File: config.mk
export PLATFORM = sky130hd
export DESIGN_NAME = mul_operand_feeder
export DESIGN_NICKNAME = d
export VERILOG_FILES = /design/src/rtl/mul_operand_feeder.sv
export SDC_FILE = /design/constraint.sdc
export NUM_CORES = 1
export LEC_CHECK = 0
export CORE_MARGIN = 5
export CORE_UTILIZATION = 40
export CTS_BUF_LIST = sky130_fd_sc_hd__clkbuf_8
export CTS_CLUSTER_DIAMETER = 60
export DETAILED_ROUTE_END_ITERATION = 8
export REMOVE_ABC_BUFFERS = 1
export SLEW_MARGIN = 20
export SYNTH_ARGS = -nofsm -noshare
export SYNTH_HDL_FRONTEND = slang
export SYNTH_SLANG_ARGS = --single-unit
File: constraint.sdc
create_clock -name clk -period 3.56 [get_ports clk]
set_input_delay 0.712 -clock clk [delete_from_list [all_inputs] [get_ports clk]]
set_output_delay 0.712 -clock clk [all_outputs]
set_load 0.1 [all_outputs]
File: src/rtl/mul_operand_feeder.sv
// Operand feeder for a shift-add multiplier controller: buffers {a,b} pairs in a
// 2-deep FIFO, sequences each pair onto the core and returns product or error code.
module mul_operand_feeder #(
  parameter int W       = 16,
  parameter int TIMEOUT = 1024
) (
  input  logic         clk,
  input  logic         rst_n,
  input  logic         in_valid,
  output logic         in_ready,
  input  logic [W-1:0] in_a,
  input  logic [W-1:0] in_b,
  output logic         mul_start,
  output logic [W-1:0] mul_data,
  input  logic         mul_lda,
  input  logic         mul_ldb,
  input  logic         mul_done,
  input  logic [W-1:0] mul_prod,
  output logic         out_valid,
  input  logic         out_ready,
  output logic [W-1:0] out_prod,
  output logic [1:0]   out_err
);

  typedef enum logic [2:0] {
    IDLE,
    CHECK,
    START,
    LOAD_A,
    LOAD_B,
    RUN,
    RESP
  } state_t;

  typedef struct packed {
    logic [W-1:0] a;
    logic [W-1:0] b;
  } pair_t;

  localparam logic [1:0]   ERR_OK      = 2'b00;
  localparam logic [1:0]   ERR_ODD     = 2'b01;
  localparam logic [1:0]   ERR_TIMEOUT = 2'b10;
  localparam logic [W-1:0] LAST        = W'(TIMEOUT - 1);

  state_t       state;
  logic [W-1:0] wa;
  logic [W-1:0] wb;
  logic [W-1:0] cnt;

  // ---------------------------------------------------------------------------
  // Two-entry pair FIFO
  // ---------------------------------------------------------------------------
  pair_t      mem [2];
  logic       wr_ptr;
  logic       rd_ptr;
  logic [1:0] count;
  logic       full;
  logic       empty;
  logic       push;
  logic       pop;
  pair_t      head;

  assign full     = (count == 2'd2);
  assign empty    = (count == 2'd0);
  // Held low while reset is asserted so no pair is accepted into a FIFO being cleared.
  assign in_ready = rst_n && !full;
  assign push     = in_valid && in_ready;
  // CHECK is only entered with a non-empty FIFO, so the pop never underflows.
  assign pop      = (state == CHECK);
  assign head     = mem[rd_ptr];

  // NOTE: storage is deliberately not reset; count and pointers alone decide which entries are live.
  always_ff @(posedge clk) begin
    if (push) begin
      mem[wr_ptr] <= {in_a, in_b};
    end
  end

  always_ff @(posedge clk) begin
    if (!rst_n) begin
      wr_ptr <= 1'b0;
      rd_ptr <= 1'b0;
      count  <= 2'd0;
    end else begin
      if (push) wr_ptr <= ~wr_ptr;
      if (pop)  rd_ptr <= ~rd_ptr;
      case ({push, pop})
        2'b10:   count <= count + 2'd1;
        2'b01:   count <= count - 2'd1;
        default: count <= count;
      endcase
    end
  end

  // ---------------------------------------------------------------------------
  // Sequencing FSM with registered outputs
  // ---------------------------------------------------------------------------
  // NOTE: all state and outputs use non-blocking assignments so every branch sees pre-edge values.
  always_ff @(posedge clk) begin
    if (!rst_n) begin
      state     <= IDLE;
      wa        <= '0;
      wb        <= '0;
      cnt       <= '0;
      mul_start <= 1'b0;
      mul_data  <= '0;
      out_valid <= 1'b0;
      out_prod  <= '0;
      out_err   <= ERR_OK;
    end else begin
      mul_start <= 1'b0;
      case (state)
        IDLE: begin
          if (!empty) state <= CHECK;
        end

        CHECK: begin
          wa <= head.a;
          wb <= head.b;
          // The core only terminates for an even multiplier count.
          if (head.b[0]) begin
            state     <= RESP;
            out_valid <= 1'b1;
            out_prod  <= '0;
            out_err   <= ERR_ODD;
          end else begin
            state     <= START;
            mul_start <= 1'b1;
            mul_data  <= head.a;
          end
        end

        START: begin
          state    <= LOAD_A;
          cnt      <= '0;
          mul_data <= wa;
        end

        LOAD_A, LOAD_B, RUN: begin
          cnt <= cnt + 1'b1;
          if (state == LOAD_A && mul_lda) begin
            state    <= LOAD_B;
            mul_data <= wb;
          end else if (state == LOAD_B && mul_ldb) begin
            state <= RUN;
          end else if (state == RUN && mul_done) begin
            state     <= RESP;
            mul_data  <= '0;
            out_valid <= 1'b1;
            out_prod  <= mul_prod;
            out_err   <= ERR_OK;
          end else if (cnt == LAST) begin
            // Budget covers the whole load-and-run window, not just RUN.
            state     <= RESP;
            mul_data  <= '0;
            out_valid <= 1'b1;
            out_prod  <= '0;
            out_err   <= ERR_TIMEOUT;
          end
        end

        RESP: begin
          if (out_ready) begin
            state     <= IDLE;
            out_valid <= 1'b0;
          end
        end

        default: state <= IDLE;
      endcase
    end
  end

endmodule

; Word level (Yosys, flattened, before mapping)
; Memories as Yosys holds them, arrays and structs flattened. A register that Yosys moved wholly into a read port is not among the register bits.
; Index checks and enable logic that the tools add are counted.
[word_totals]
mem_count = 1
word_cells = 96
mem_bits_rw = 64
register_bits = 91
output_inout_bits = 37
inputBits = 55
[op_classes]
eq_ne = 20
bitwise = 2
mux = 39
n_reduce_logical = 19
addsub = 3
[mem_list]
columns = name, words, width, read_ports, rd_ports_with_merged_regs, wr, line
row1 = mem, 2, 32, 1, 1, 1, 53  ; pair_t mem [2];
[op_table]
columns = op, count
row1 = 16-bit 2-to-1 mux, 9
row2 = 16-bit one-hot mux with 2 select lines, 2
row3 = 16-bit one-hot mux with 3 select lines, 1
row4 = 3-bit 2-to-1 mux, 7
row5 = "16-bit by 1-bit adder with 16-bit output, second input constant", 1
row6 = "16-bit by 10-bit equality test with 1-bit output, second input constant", 1
row7 = 3-bit one-hot mux with 5 select lines, 1
row8 = 1-bit 2-to-1 mux, 11
row9 = 2-bit 2-to-1 mux, 5
row10 = "2-bit inequality test, second input constant", 5
row11 = "3-bit equality test, second input constant", 3
row12 = 2-bit one-hot mux with 2 select lines, 2
row13 = "3-bit by 2-bit equality test with 1-bit output, second input constant", 2
row14 = "3-bit inequality test, second input constant", 2
row15 = 6-bit AND reduction, 1
row16 = 2-bit nonzero test, 3
row17 = 3-bit nonzero test, 2
row18 = 1-bit logical AND, 5
row19 = "5-bit inequality test, second input constant", 1
row20 = 5-bit AND reduction, 1
row21 = "2-bit equality test, second input constant", 2
row22 = "4-bit inequality test, second input constant", 1
row23 = 4-bit AND reduction, 1
row24 = "3-bit by 1-bit equality test with 1-bit output, second input constant", 1
row25 = 12 further kinds, 13

; Depth between registers and ports, before layout
[depth]
ltp_word = 6
ltp_mapped = 8
depth_no_buf = 6

; Least setup slack after synthesis
; No wires, ideal clock.
[synth_path]
path_kind = input-to-reg
startpoint = input port rst_n
endpoint = memory mem[0][0] (netlist name) (enable)
t_required_ns = 3.139
n_path_buf = 1
arrival_time_ns = 2.571
setup_ns = 0.421
path_stages = 3
slack_ns = 0.568
path_cell_list = clkbuf_1 > o211ai_1 > nor2_1
[synth_between]
elab_chain_len = 4
[synth_rtl]
columns = element, line
row1 = "start, declared", 8  ; input logic rst_n,
row2 = 1-bit logical AND, 66  ; assign in_ready = rst_n && !full;
row3 = 1-bit logical AND, 67  ; assign push = in_valid && in_ready;
row4 = 1-bit 2-to-1 mux, 74  ; if (push) begin
row5 = 1-bit 2-to-1 mux (not written as such), 75  ; mem[wr_ptr] <= {in_a, in_b};
row6 = "end, declared", 53
; Every way passes these cells.

; Worst setup path in the final report
[layout_path]
startpoint = register mul_data[14]
endpoint = output port mul_data[14]
[layout_rtl]
columns = element, line
row1 = "start, declared", 14  ; output logic [W-1:0] mul_data,
row2 = "start signal, assigned", 129  ; mul_data <= head.a;
row3 = "start signal, assigned", 136  ; mul_data <= wa;
row4 = "start signal, assigned", 143  ; mul_data <= wb;
; No word-level cell between the ends.

==> results by group <==
Power
  • Static Leak: between 2 and 3 nW
  • Clk pwr share: between 20% and 30%
  • Switching part of the total power: between 30% and 40%
  • Power after layout: between 6 and 7 mW
  • Pwr dens: between 700 and 800 nW/um^2
  • NetSw: approximately 2.4 mW
  • Logic pwr share: roughly 37%
  • Register share of total power: a little under 40%
  • Internal power: between 3 and 4 mW
  • Maximum VDD drop: 0.545 mV

STA
  • Ratio of final minimum period to clock period: 75.8%
  • Clk_skew: roughly 0.011 ns
  • Worst-margin pin slew: around 1 ns
  • Max-slew violation count: 0
  • Final Hold Vio Count: 0
  • Fmax achieved: ~370 MHz
  • Worst slew margin: around a third
  • Final min period: 2.70 ns
  • RSZ-0062 raised after global routing: no
  • Final setup viols: 0
  • Hold slack: about 0.47 ns

Global routing
  • Total gr overflow: 0
  • First-pass GRT wire length: about 23,000 um
  • Tot GR Track Use: ~15%
  • Vias in the first global route: 4,471
  • Largest net degree at the start of global routing: 65
  • Initial antenna violation count: 0

Worst hold path
  • Hold WC Path Type: flip-flop to flip-flop

Floorplan
  • DIE AREA: roughly 19,000 um^2
  • Core area: between 15,000 and 20,000 um^2
  • Die Width: ~140 um
  • I/O Pins: slightly above 90
  • Initial Util: 40.6%
  • FP Rows: 46
  • Die Y: about 140 um

Critical path
  • WP buf/inv: 1
  • Crit path capture type: output port
  • CP Max Fanout: 2
  • Critical path's slowest cell: clkdlybuf4s50_1
  • Worst EP arrival: 1.99 ns
  • Largest stage delay on the critical path: 1.16 ns
  • Required @ worst endpoint: about 2.9 ns
  • WS Path Type: flip-flop to output port
  • CP startpoint kind: flip-flop
  • Family with the most delay on the worst path: buffers and inverters
  • Critical path, cell by cell: clkdlybuf4s50_1

Synth
  • Top cell type's share of synthesized area: about 30%
  • Count leader, synth: dfxtp_1
  • Synth Flop Type: dfxtp_1
  • Synth area leader: edfxtp_1
  • Syn Inst Count: 571
  • Netlist cell types: 62
  • Avg Cell Area, Syn: between 10 and 15 um^2
  • Sequential cell area fraction in the yosys report: roughly three fifths
  • Synth top cells by count: 92 x dfxtp_1, 64 x edfxtp_1, 57 x nor2_1
  • Post-synth ARST share: 0%
  • Synthesis warning total: 0
  • Synth Register Bits: ~160
  • Post-synth EDFFs: between 60 and 70
  • Largest cells by area after synthesis: edfxtp_1 30%, dfxtp_1 29%, mux2i_1 8.1%, a211oi_1 3.9%, nor2_1 3.3%
  • Post-Syn Area: 6430 um^2

Layout
  • P&R area growth vs syn: 23.1%
  • Nets@finish: 707
  • ANT cells: 0
  • FILL cells: about 1.4k
  • Fraction of layout cells with a size suffix above 1: about 8.9%
  • Design area: just under 8000 um^2

Drt
  • Drc violations: 0
  • Routed WL: roughly 14,000 um
  • DR pass1 iterations: 4
  • Antenna Nets Post-Route: 0
  • Vias/cell: approximately 5.2
  • Initial DRC count: ~200
  • Via Count: between 4k and 5k
  • WL/cell: 15.8 um

Placed design
  • HPWL after detailed placement: 8820 um
  • DP Area: between 7000 and 8000 um^2
  • Port Buf Inserts: between 90 and 100
  • Gp weighted congestion: ~0.76

Clock tree
  • CTS Root Buffer Type: clkbuf_8
  • Reg clk slew, reported paths: approximately 0.080 ns
  • Hold_buf cts: 0
  • Setup Fix Bufs, Post-CTS: 0
  • H-tree depth reported by CTS: 4
  • Post-cts gate resize count: 0
  • CTS tree: yes
  • Clock latency on the worst-skew pair: 0.45 ns
  • Clk sinks: ~160
  • CTS max path bufs: 2
  • CTS Buf Count: 17

Status
  • Status: finished clean

Job
  • Max-Cap Viols: 0
-- placed cells by master (no fill, tap or decap), types with 8 or more instances in the layout --
cell	count
o22ai_1	17
clkbuf_8	18
o21ai_0	23
buf_4	10
nor2_1	55
nand2_1	27
mux2i_1	52
edfxtp_1	64
nand3_1	8
dfxtp_1	91
clkdlybuf4s50_1	89
a21oi_1	16
a211oi_1	33
inv_1	39
nand4_1	8
a32o_1	16
-- routing by layer --
layer  global-route usage [%]  vias to the layer above  part of all wire, %
met1                     19.7                     2144                   45
met2                     25.4                      148                   47
met3                     4.08                       10                  7.6
li1                         -                     2249                    -
met5                        0                        -                    0
met4                     5.65                        0                 0.72
-- registers in the layout, summed over array words and instances (netlist names), named ones only --
register   count
mem           64
cnt           16
mul_data      16
out_prod      16
wa            16
wb            16
state          3
count          2
out_err        2
mul_start      1
out_valid      1
rd_ptr         1
wr_ptr         1
-- logic make-up after synthesis --
kind of cell	Yosys count	synth area share, %
adders and majority gates	2	0.389
buffers and inverters	79	5.68
and+or+nand+nor	143	11.7
AOI/OAI and AO/OA	133	14.6
muxes	53	8.33
xor gates and xnor gates	5	0.798
DFF	156	58.5
-- final timing paths --
kind,startpoint,to,slack [ns],cells after the start
hold / removal,out_err[1]$_SDFFE_PN0P_,out_err[1]$_SDFFE_PN0P_,0.47,2
setup reg to reg,state[2]$_SDFFE_PN0P_,out_prod[5]$_SDFFE_PN0P_,1.31,4
hold reg to reg,out_err[1]$_SDFFE_PN0P_,out_err[1]$_SDFFE_PN0P_,0.47,2
setup / recovery,mul_data[14]$_SDFFE_PN0P_,mul_data[14],0.86,1
-- power groups by stage --
stage	clock [mW]	sequential [mW]	combinational, mW
2_1_floorplan	0	3.10	1.00
3_3_place_gp	0	2.44	2.24
3_5_place_dp	0	2.45	2.27
4_1_cts	1.49	2.41	2.27
5_1_grt	1.55	2.45	2.43
6_report	1.44	2.41	2.24
-- per-stage QoR --
step                setup TNS, ns  instances  setup slack (ns)  util, %
floorplan                -0.00953        531          -0.00953        -
global placement                0        847              1.11     47.2
detailed placement              0        847              1.01     47.2
CTS                             0        879             0.810     50.0
global route                    0        879             0.781     50.0
finish                          0        879             0.860     50.0
-- area by class of cell --
class	count	area, um^2	area share, %
clock buffers	18	248	3.13
clock inverters	14	191	2.42
well taps	216	270	3.41
multi-input cells	336	2320	29.4
inverters	39	146	1.85
flip-flops and latches	156	3760	47.6
repair buffers	100	971	12.3
No activity file was read; power rests on OpenSTA's default activity.
